### config.mk
export PLATFORM = sky130hd
export DESIGN_NAME = pl_alu_mc
export DESIGN_NICKNAME = d
export VERILOG_FILES = /design/src/rtl/pl_alu_pkg.sv /design/src/rtl/pl_alu_muldiv.sv /design/src/rtl/pl_alu_mc.sv
export SDC_FILE = /design/constraint.sdc
export NUM_CORES = 1
export LEC_CHECK = 0
export CORE_MARGIN = 4
export CORE_UTILIZATION = 65
export DETAILED_ROUTE_END_ITERATION = 12
export HOLD_SLACK_MARGIN = 0.06
export PLACE_DENSITY = 0.91
export SKIP_LAST_GASP = 1
export SYNTH_ARGS = -nofsm -noshare
export SYNTH_HDL_FRONTEND = slang
export SYNTH_HIERARCHICAL = 1
export SYNTH_SLANG_ARGS = --single-unit
### constraint.sdc
create_clock -name clk -period 5.7 [get_ports clk]
set_input_delay 1.425 -clock clk [delete_from_list [all_inputs] [get_ports clk]]
set_output_delay 1.425 -clock clk [all_outputs]
set_load 0.05 [all_outputs]
### src/rtl/pl_alu_pkg.sv
// Shared types and constants for the multi-cycle EX-stage ALU.
package pl_alu_pkg;

    localparam int ALU_OP_W = 4;

    typedef enum logic [ALU_OP_W-1:0] {
        OP_ADD  = 4'd0,
        OP_SUB  = 4'd1,
        OP_AND  = 4'd2,
        OP_OR   = 4'd3,
        OP_XOR  = 4'd4,
        OP_NOT  = 4'd5,
        OP_LAND = 4'd6,
        OP_LOR  = 4'd7,
        OP_SHL  = 4'd8,
        OP_SHR  = 4'd9,
        OP_CMP  = 4'd10,
        OP_MUL  = 4'd11,
        OP_DIVU = 4'd12
    } alu_op_t;

    typedef enum logic [1:0] {
        IDLE = 2'd0,
        BUSY = 2'd1,
        DONE = 2'd2
    } alu_state_t;

    typedef enum logic {
        MD_MUL = 1'b0,
        MD_DIV = 1'b1
    } md_mode_t;

    // Opcodes that need the iterative datapath; a zero divisor resolves immediately.
    function automatic logic is_iter(input logic [ALU_OP_W-1:0] op, input logic divisor_zero);
        return (op == OP_MUL) || ((op == OP_DIVU) && !divisor_zero);
    endfunction

endpackage

### src/rtl/pl_alu_muldiv.sv
// Iterative shift-add multiplier / restoring divider, one bit per cycle.
// hi/lo present the value of the step being taken, so the caller can
// register the final result on the cycle where done is high.
module pl_alu_muldiv
    import pl_alu_pkg::*;
#(
    parameter int WIDTH = 8
) (
    input  logic             clk,
    input  logic             rst_n,
    input  logic             start,
    input  md_mode_t         mode,
    input  logic [WIDTH-1:0] a,
    input  logic [WIDTH-1:0] b,
    output logic             done,
    output logic [WIDTH-1:0] hi,
    output logic [WIDTH-1:0] lo
);

    localparam int CW = $clog2(WIDTH) + 1;

    logic [CW-1:0]      cnt_r;
    logic [2*WIDTH-1:0] acc_r;
    logic [WIDTH-1:0]   b_r;
    md_mode_t           mode_r;

    logic [2*WIDTH-1:0] acc_nxt_s;
    logic [WIDTH:0]     sum_s;
    logic [WIDTH:0]     shifted_s;
    logic [WIDTH-1:0]   diff_s;
    logic               ge_s;

    // One multiply or divide step on the accumulator ({hi, lo} / {remainder, quotient}).
    always_comb begin
        acc_nxt_s = acc_r;
        sum_s     = {1'b0, acc_r[2*WIDTH-1:WIDTH]} + (acc_r[0] ? {1'b0, b_r} : {(WIDTH+1){1'b0}});
        shifted_s = acc_r[2*WIDTH-1:WIDTH-1];
        ge_s      = (shifted_s >= {1'b0, b_r});
        diff_s    = shifted_s[WIDTH-1:0] - b_r;
        case (mode_r)
            MD_MUL:  acc_nxt_s = {sum_s, acc_r[WIDTH-1:1]};
            MD_DIV:  acc_nxt_s = {(ge_s ? diff_s : shifted_s[WIDTH-1:0]), acc_r[WIDTH-2:0], ge_s};
            default: acc_nxt_s = acc_r;
        endcase
    end

    // Operand load on start, then one step per cycle while the counter runs.
    always_ff @(posedge clk or negedge rst_n) begin
        if (!rst_n) begin
            cnt_r  <= {CW{1'b0}};
            acc_r  <= {(2*WIDTH){1'b0}};
            b_r    <= {WIDTH{1'b0}};
            mode_r <= MD_MUL;
        end else if (start) begin
            cnt_r  <= CW'(WIDTH);
            acc_r  <= {{WIDTH{1'b0}}, a};
            b_r    <= b;
            mode_r <= mode;
        end else if (cnt_r != {CW{1'b0}}) begin
            cnt_r  <= cnt_r - CW'(1);
            acc_r  <= acc_nxt_s;
        end
    end

    assign done = (cnt_r == CW'(1));
    assign hi   = acc_nxt_s[2*WIDTH-1:WIDTH];
    assign lo   = acc_nxt_s[WIDTH-1:0];

endmodule

### src/rtl/pl_alu_mc.sv
// Multi-cycle EX-stage ALU: handshake FSM, single-cycle datapath and result registers.
module pl_alu_mc
    import pl_alu_pkg::*;
#(
    parameter int WIDTH = 8
) (
    input  logic                clk,
    input  logic                rst_n,
    input  logic                in_valid,
    output logic                in_ready,
    input  logic [ALU_OP_W-1:0] op,
    input  logic [WIDTH-1:0]    op1,
    input  logic [WIDTH-1:0]    op2,
    input  logic                carry_in,
    output logic                out_valid,
    input  logic                out_ready,
    output logic [WIDTH-1:0]    dout,
    output logic [WIDTH-1:0]    dout_hi,
    output logic                cout,
    output logic                comp_gt,
    output logic                comp_lt,
    output logic                comp_eq,
    output logic                err
);

    localparam int AW = $clog2(WIDTH);

    alu_state_t       state_r, state_nxt_s;
    logic             accept_s, is_iter_s, md_done_s;
    md_mode_t         mode_s;
    logic [WIDTH-1:0] md_hi_s, md_lo_s;

    logic [WIDTH:0]   sum_s, dif_s, shl_s, shr_s;
    logic [AW-1:0]    amt_s;
    logic [WIDTH-1:0] res_s, res_hi_s;
    logic             cout_s, gt_s, lt_s, eq_s, err_s;

    assign in_ready  = (state_r == IDLE);
    assign accept_s  = in_valid && in_ready;
    assign is_iter_s = is_iter(op, op2 == {WIDTH{1'b0}});
    assign mode_s    = (op == OP_DIVU) ? MD_DIV : MD_MUL;

    pl_alu_muldiv #(.WIDTH(WIDTH)) u_muldiv (
        .clk   (clk),
        .rst_n (rst_n),
        .start (accept_s && is_iter_s),
        .mode  (mode_s),
        .a     (op1),
        .b     (op2),
        .done  (md_done_s),
        .hi    (md_hi_s),
        .lo    (md_lo_s)
    );

    // Single-cycle results, computed at WIDTH+1 bits so the top bit is the carry / no-borrow.
    always_comb begin
        amt_s    = op2[AW-1:0];
        sum_s    = {1'b0, op1} + {1'b0, op2} + {{WIDTH{1'b0}}, carry_in};
        dif_s    = {1'b0, op1} + {1'b0, ~op2} + (WIDTH+1)'(1);
        shl_s    = {1'b0, op1} << amt_s;
        shr_s    = {op1, 1'b0} >> amt_s;
        res_s    = {WIDTH{1'b0}};
        res_hi_s = {WIDTH{1'b0}};
        cout_s   = 1'b0;
        gt_s     = 1'b0;
        lt_s     = 1'b0;
        eq_s     = 1'b0;
        err_s    = 1'b0;
        case (op)
            OP_ADD:  begin res_s = sum_s[WIDTH-1:0]; cout_s = sum_s[WIDTH]; end
            OP_SUB:  begin res_s = dif_s[WIDTH-1:0]; cout_s = dif_s[WIDTH]; end
            OP_AND:  res_s = op1 & op2;
            OP_OR:   res_s = op1 | op2;
            OP_XOR:  res_s = op1 ^ op2;
            OP_NOT:  res_s = ~op1;
            OP_LAND: res_s = WIDTH'((op1 != {WIDTH{1'b0}}) && (op2 != {WIDTH{1'b0}}));
            OP_LOR:  res_s = WIDTH'((op1 != {WIDTH{1'b0}}) || (op2 != {WIDTH{1'b0}}));
            OP_SHL:  begin res_s = shl_s[WIDTH-1:0]; cout_s = shl_s[WIDTH]; end
            OP_SHR:  begin res_s = shr_s[WIDTH:1];   cout_s = shr_s[0];     end
            OP_CMP:  begin
                res_s  = dif_s[WIDTH-1:0];
                cout_s = dif_s[WIDTH];
                gt_s   = (op1 > op2);
                lt_s   = (op1 < op2);
                eq_s   = (op1 == op2);
            end
            OP_MUL:  res_s = {WIDTH{1'b0}};
            OP_DIVU: begin
                // Only reaches the result registers for a zero divisor.
                res_s    = {WIDTH{1'b1}};
                res_hi_s = op1;
                err_s    = 1'b1;
            end
            default: err_s = 1'b1;
        endcase
    end

    // Control state register.
    always_ff @(posedge clk or negedge rst_n) begin
        if (!rst_n) begin
            state_r <= IDLE;
        end else begin
            state_r <= state_nxt_s;
        end
    end

    // Next state: IDLE -> BUSY/DONE on accept, BUSY -> DONE on last step, DONE -> IDLE on handshake.
    always_comb begin
        state_nxt_s = state_r;
        case (state_r)
            IDLE: begin
                if (accept_s) begin
                    state_nxt_s = is_iter_s ? BUSY : DONE;
                end else begin
                    state_nxt_s = IDLE;
                end
            end
            BUSY: begin
                if (md_done_s) begin
                    state_nxt_s = DONE;
                end else begin
                    state_nxt_s = BUSY;
                end
            end
            DONE: begin
                if (out_ready) begin
                    state_nxt_s = IDLE;
                end else begin
                    state_nxt_s = DONE;
                end
            end
            default: state_nxt_s = IDLE;
        endcase
    end

    // Result registers: loaded on a single-cycle accept or on the final iterative step, held until handshake.
    always_ff @(posedge clk or negedge rst_n) begin
        if (!rst_n) begin
            out_valid <= 1'b0;
            dout      <= {WIDTH{1'b0}};
            dout_hi   <= {WIDTH{1'b0}};
            cout      <= 1'b0;
            comp_gt   <= 1'b0;
            comp_lt   <= 1'b0;
            comp_eq   <= 1'b0;
            err       <= 1'b0;
        end else begin
            case (state_r)
                IDLE: begin
                    if (accept_s && !is_iter_s) begin
                        out_valid <= 1'b1;
                        dout      <= res_s;
                        dout_hi   <= res_hi_s;
                        cout      <= cout_s;
                        comp_gt   <= gt_s;
                        comp_lt   <= lt_s;
                        comp_eq   <= eq_s;
                        err       <= err_s;
                    end
                end
                BUSY: begin
                    if (md_done_s) begin
                        out_valid <= 1'b1;
                        dout      <= md_lo_s;
                        dout_hi   <= md_hi_s;
                        cout      <= 1'b0;
                        comp_gt   <= 1'b0;
                        comp_lt   <= 1'b0;
                        comp_eq   <= 1'b0;
                        err       <= 1'b0;
                    end
                end
                DONE: begin
                    if (out_ready) begin
                        out_valid <= 1'b0;
                    end
                end
                default: out_valid <= 1'b0;
            endcase
        end
    end

endmodule

==> summary.md, run 1 <==
| Metric | Value |
|---|---|
| Final worst path period share | `0.7390` |
| Max Freq | `between 200 and 250 MHz` |
| Mean post-synth cell area | `8.264 sq um` |
| Crit Path Class | `input port to flop` |
| Synth area leader | `dfrtp_1` |
| Share of layout cells above drive strength 1 | `0.08555` |
| Die Ht | `101.5 um` |
| Hold Slack | `499.0 ps` |
| Worst Tran Pin Value | `905.2 ps` |
| Yosys warns | `6` |
| DR pass1 iterations | `6` |
| Vias/cell | `7.258` |
| Met2 WL post-DR | `8.160 mm` |
| Global-route wire length before repair | `between 30 and 40 mm` |
| Post-Syn Area | `roughly 0.0057 sq mm` |
| Number of port buffers | `47` |
| Top delay family on crit path | `compound AO/OA/AOI/OAI gates` |
| Row count | `33` |
| Worst path max stage delay | `500 ps` |
| Met1 WL | `7.498 mm` |
| Cell with the most instances after synthesis | `nand2_1` |
| Clock Tree Root | `clkbuf_8` |
| Core Area | `~0.0084 sq mm` |
| CTS Hold Buffers Added | `0` |
| TNS Setup | `0 ps` |
| Die ar. | `0.01031 sq mm` |
| Initial Utilization | `0.6783` |
| Critical Path End Type | `flop` |
| Drt initial violations | `817` |
| Max-cap check violation count | `0` |
| Critical path, cell by cell | `clkdlybuf4s50_1 > buf_4 > ha_1 > inv_1 > fa_1 > nor2b_1 > o22a_1 > a221oi_1 > xnor2_1 > a2111oi_0 > a211oi_1` |
| Final Hold Fails | `0` |
| Vias | `5937` |
| Top sig layer | `met4` |
| WL met3 | `approximately 2.7 mm` |
| Final worst slack | `1488 ps` |
| TritonCTS Buffers | `5` |
| Clk Latency, worst-skew pair | `320 ps` |
| Die width | `101.5 um` |
| Synth-to-Final Area Change | `9.683%` |
| Reg clk slew, reported paths | `100 ps` |
| Dpl hpwl | `between 10 and 15 mm` |
| Largest net degree at the start of global routing | `54` |
| Outcome | `completed` |
| Vias in the first global route | `between 5k and 6k` |
| Syn nets | `about 760` |
| Number of synthesized flops with an enable pin | `0` |
| Register area | `0.001326 sq mm` |
| Top Ports | `48` |
| WP data arrival | `about 4400 ps` |
| Leak Pwr | `roughly 0.0027 uW` |
| Routed Antenna Nets | `0` |
| DRC viols | `0` |
| Post-Route WL | `19.07 mm` |
| Final Setup Violations | `0` |
| Tightest Hold Check Type | `flop to flop` |
| Antenna violations before repair | `0` |
| Top FF cell, synth | `dfrtp_1` |
| Post-Synthesis Cells | `688` |
| Post-synthesis register bit count | `53` |
| Area of the multi-input gates | `~0.0039 sq mm` |
| Post-placement worst setup slack | `1216 ps` |
| Total congestion overflow | `0` |
| Nets@finish | `approximately 800` |
| Clock Sinks | `53` |
| Relative slew slack | `0.3965` |
| Worst-path fanout max | `21` |
| Total track usage | `0.3734` |
| Maximum clock path buffer count | `2` |
| Tmin final | `approximately 4200 ps` |
| H-tree level count | `2` |
| Pwr per Cell Area | `528.5 mW/mm^2` |
| Unrepaired setup endpoints after global routing | `false` |
| Post_cts resized | `0` |
| Critical Path RT | `5880 ps` |
| Share of the synthesized area in the top cell type | `0.2333` |
| Fill cell count | `about 650` |
| Placed insts | `between 800 and 900` |
| Routability cong. | `approximately 1.1` |
| Post-synthesis sequential area ratio | `0.2333` |
| Final Util | `0.7440` |
| Final Skew | `13.29 ps` |
| Antenna cells | `0` |
| Commonest cells post-synth | `nand2_1, nor2_1, dfrtp_1, inv_1, ha_1` |
| Synth area leaders | `dfrtp_1, ha_1, nand2_1` |
| Non-Filler Instances | `818` |
| Startpoint Class | `input port` |
| Setup bufs post-CTS | `0` |
| Post-synthesis cell type count | `between 80 and 90` |
| FFs w/ async S/R, synth | `1.000` |
| CP max stage cell | `clkdlybuf4s50_1` |
| Slew Viols, Final | `0` |
| Worst vdd ir | `0.4574 mV` |
| CP bufs+invs | `3` |
| CTS tree | `yes` |
| Drt wl/cell | `23.31 um` |
power breakdown:
group / switching [uW] / internal [uW]
clock: 137 / 101
combinational: 1410 / 888
sequential: 197 / 559
logic make-up after synthesis:
| group | after synthesis | synth area share |
|---|---|---|
| XOR/XNOR | 12 | 0.01849 |
| multiplexers | 37 | 0.09199 |
| AO/OA/AOI/OAI | 193 | 0.2427 |
| AND/OR/NAND/NOR | 252 | 0.2238 |
| adder cells (fa/ha/maj) | 50 | 0.1158 |
| flip-flops | 53 | 0.2333 |
| buffers and inverters | 91 | 0.07394 |
registers in the layout, indices dropped and copies added, names as in the netlist, 2 cells and up:
| register | cells |
|---|---|
| dout | 8 |
| u_muldiv/b_r | 8 |
| dout_hi | 8 |
| state_r | 2 |
| u_muldiv/cnt_r | 4 |
| u_muldiv/acc_r | 16 |
layout make-up:
| type | count | area share |
|---|---|---|
| multi-input combinational | 544 | 0.6316 |
| sequential | 53 | 0.2127 |
| timing repair buffer | 59 | 0.08909 |
| inverter | 49 | 0.02949 |
| tap | 105 | 0.02107 |
| clock buffer | 6 | 0.01324 |
| clock inverter | 2 | 0.002809 |
routing by layer:
layer / global-route usage / vias up
met5: 0 / -
met4: 0.1115 / 0
met3: 0.1102 / 94
met2: 0.5573 / 493
met1: 0.5246 / 2773
li1: - / 2577
stage by stage:
| stage | power, uW | instance area (sq um) |
|---|---|---|
| 6_report | 3296 | 6236 |
| 5_1_grt | 3502 | 6236 |
| 4_1_cts | 3225 | 6236 |
| 3_5_place_dp | 2982 | 6136 |
| 3_3_place_gp | 2880 | 6136 |
| 2_1_floorplan | 2387 | 5685 |
worst register-to-register path: cells and delay by family, from the launching register on:
| kind | cells | cell delay, ps |
|---|---|---|
| XOR/XNOR | 1 | 130 |
| AND/OR/NAND/NOR | 4 | 560 |
| adder cells (fa/ha/maj) | 2 | 720 |
| flip-flops | 1 | 500 |
| AO/OA/AOI/OAI | 4 | 930 |
worst paths after layout:
| kind | start | to | slack (ps) | cells after the start |
|---|---|---|---|---|
| max | op2[0] | dout[6] | 1490 | 11 |
| min | comp_gt | comp_gt | 500 | 1 |
| max reg2reg | u_muldiv/acc_r[0] | dout_hi[5] | 2780 | 11 |
| min reg2reg | comp_gt | comp_gt | 500 | 1 |
| max in group asynchronous | rst_n | dout_hi[2] | 4000 | 2 |
| min in group asynchronous | rst_n | u_muldiv/acc_r[13] | 1220 | 2 |
layout by cell type, fill, tap and decap left out, types with 10 or more instances in the layout:
cell             count
a21oi_1             26
a31oi_1             14
and2_1              12
buf_4               12
clkdlybuf4s50_1     46
dfrtp_1             53
ha_1                43
inv_1               48
mux2_2              13
mux2i_1             14
nand2_1             64
nand3_1             28
nor2_1              61
nor2b_1             18
nor3_1              12
nor3b_1             10
o21ai_0             40
o31ai_1             12
No activity file was read; power rests on OpenSTA's default activity.
==> run 2, diff against run 1 <==
- CORE_UTILIZATION: 65 -> 60
- PLACE_DENSITY: 0.91 -> 0.85
- clock period: 5.7 -> 4.2 ns (I/O delays scaled with it)
==> run 2 against run 1 <==
Critical path depth is the same; via count decreased by 1.1%; global-route usage is 2.5 points lower; cell count is 5.5% higher; combinational power grew 39%; clock skew shrank 1.7 ps; final area grew 3.3%; sequential cell count stayed put; clock power increased by 59%; register-to-register slack got worse by 1500 ps; highest routed layer unchanged.
==> summary.md, run 2 (same netlist as run 1, synthesis figures left out) <==
| Metric | Value |
|---|---|
| Maximum clock path buffer count | `2 (unchanged)` |
| Vias/cell | `6.801 (-6.3%)` |
| Pwr per Cell Area | `702.3 mW/mm^2 (+33%)` |
| Highest-count cells in the layout ignoring fill and taps | `nand2_1, nor2_1, dfrtp_1` |
| Routability cong. | `1.037 (-5.6%)` |
| Number of port buffers | `47 (unchanged)` |
| Global-route wire length before repair | `30.66 mm (+1.3%)` |
| Slew Viols, Final | `0 (unchanged)` |
| RR Startpoint | `u_muldiv/acc_r[0]` |
| Dpl hpwl | `14.84 mm (+2.5%)` |
| Final Skew | `11.61 ps (-1.675 ps)` |
| Drt wl/cell | `22.11 um (-5.2%)` |
| Post_cts resized | `0 (unchanged)` |
| Setup bufs post-CTS | `0 (unchanged)` |
| Final worst path period share | `0.9074` |
| Relative slew slack | `0.2813 (-0.1152)` |
| Final Util | `0.6974 (-0.04663)` |
| Routed Antenna Nets | `0 (unchanged)` |
| Critical Path End Type | `flop` |
| TritonCTS Buffers | `5 (unchanged)` |
| CTS tree | `yes` |
| Startpoint Class | `input port` |
| Tmin final | `3811 ps` |
| Die width | `105.3 um (+3.8%)` |
| Antenna violations before repair | `0 (unchanged)` |
| Max Freq | `262.4 MHz` |
| Outcome | `completed` |
| Placed insts | `855 (+5.6%)` |
| Largest net degree at the start of global routing | `48 (-11%)` |
| Reg2Reg Depth | `11 (unchanged)` |
| Most common cell after layout, fill and taps aside | `nand2_1` |
| Hold_sp | `comp_gt` |
| Reg clk slew, reported paths | `100 ps (about the same)` |
| Vias | `5869 (-1.1%)` |
| Area of the multi-input gates | `0.003939 sq mm (unchanged)` |
| Die Ht | `105.3 um (+3.8%)` |
| Non-Filler Instances | `863 (+5.5%)` |
| H-tree level count | `2 (unchanged)` |
| Final Setup Violations | `0 (unchanged)` |
| Clock Sinks | `53 (unchanged)` |
| R2r setup slk | `1290 ps (-1490 ps)` |
| Row count | `35 (+6.1%)` |
| Worst reg2reg endpoint | `dout_hi[5]` |
| Leak Pwr | `0.002775 uW (+4.1%)` |
| Top Ports | `48 (unchanged)` |
| Unrepaired setup endpoints after global routing | `false` |
| WHS Endpoint | `comp_gt` |
| Clock Tree Root | `clkbuf_8` |
| Initial Utilization | `0.6153 (-0.06301)` |
| Worst vdd ir | `0.4349 mV (-4.9%)` |
| CTS Hold Buffers Added | `0 (unchanged)` |
| Final Hold Fails | `0 (unchanged)` |
| Fill cell count | `737 (+14%)` |
| Max-cap check violation count | `0 (unchanged)` |
| WHS Path Cells | `1 (unchanged)` |
| Die ar. | `0.01110 sq mm (+7.7%)` |
| Synth-to-Final Area Change | `13.34%` |
| Clk Latency, worst-skew pair | `320 ps (about the same)` |
| Vias in the first global route | `5686 (-1.4%)` |
| Crit Path Class | `input port to flop` |
| Critical Path RT | `4380 ps (-1500 ps)` |
| DR pass1 iterations | `5 (-1)` |
| Max reg flops | `16 (unchanged)` |
| Core Area | `0.009240 sq mm (+10%)` |
| TNS Setup | `0 ps (unchanged)` |
| Antenna cells | `0 (unchanged)` |
| Drt initial violations | `735 (-10%)` |
| Tightest Hold Check Type | `flop to flop` |
| Share of layout cells above drive strength 1 | `0.1117 (+0.02616)` |
| Worst-path fanout max | `10 (-52%)` |
| Total congestion overflow | `0 (unchanged)` |
| Post-Route WL | `19.08 mm (about the same)` |
| Worst Tran Pin Value | `1078 ps (+172.8 ps)` |
| DRC viols | `0 (unchanged)` |
| WP data arrival | `3990 ps (-400 ps)` |
| Nets@finish | `806 (+2.7%)` |
| Total track usage | `0.3486 (-0.02480)` |
| Top reg by flops | `u_muldiv/acc_r` |
| Register area | `0.001326 sq mm (unchanged)` |
| Overall power | `4525 uW (+37%)` |
run 2: cell count changes in the layout (fill, tap and decap cells not counted), sizes merged:
cell      change
buf          +21
bufinv        +1
clkinv        -1
clkinvlp      +1
inv           -1
run 2: worst max-delay path by stage:
stage                      start  depth (start not counted)  slack, ps       to
after CTS                 op1[0]                         11        440  dout[6]
after global placement    op1[0]                         11        230  dout[6]
after detailed placement  op1[0]                         11        100  dout[6]
after floorplan           op2[1]                          9        850  dout[6]
final                     op1[0]                         11        390  dout[6]
after global routing      op1[0]                         11        210  dout[6]
run 2: area by class of cell:
| cell class | instances | share of cell area |
|---|---|---|
| clock buffers | 6 | 0.01282 |
| clock inverters | 2 | 0.005825 |
| inverters | 49 | 0.02854 |
| multi-input cells | 544 | 0.6113 |
| flip-flops and latches | 53 | 0.2058 |
| well taps | 129 | 0.02505 |
| repair buffers | 80 | 0.1107 |
run 2: critical path, stage by stage:
cell and delay (ps):
clkdlybuf4s50_1 620, inv_1 200, ha_1 210, inv_1 60, fa_1 370, nor2b_1 160
o22a_1 260, a221oi_1 310, xnor2_1 140, a2111oi_0 450, a211oi_1 140
run 2: routing by layer:
| metal | GRT usage | part of all wire | up-vias |
|---|---|---|---|
| li1 | - | - | 2613 |
| met1 | 0.4428 | 0.39 | 2783 |
| met2 | 0.5865 | 0.48 | 373 |
| met3 | 0.04348 | 0.072 | 100 |
| met4 | 0.1678 | 0.060 | 0 |
| met5 | 0 | 0 | - |
run 2: stage by stage:
step | hold slack (ps) | worst slack (ps) | cell area, sq um
after floorplan | 499.6 | 854.4 | 5685
after global placement | 459.5 | 234.1 | 6324
after detailed placement | 466.9 | 96.24 | 6324
after CTS | 489.6 | 438.1 | 6444
after global routing | 522.5 | 211.1 | 6444
final | 485.1 | 388.8 | 6444
run 2: where the power goes:
group	switching [uW]	internal [uW]
clock network	186	194
registers	197	760
logic	1960	1230
total	2340	2180
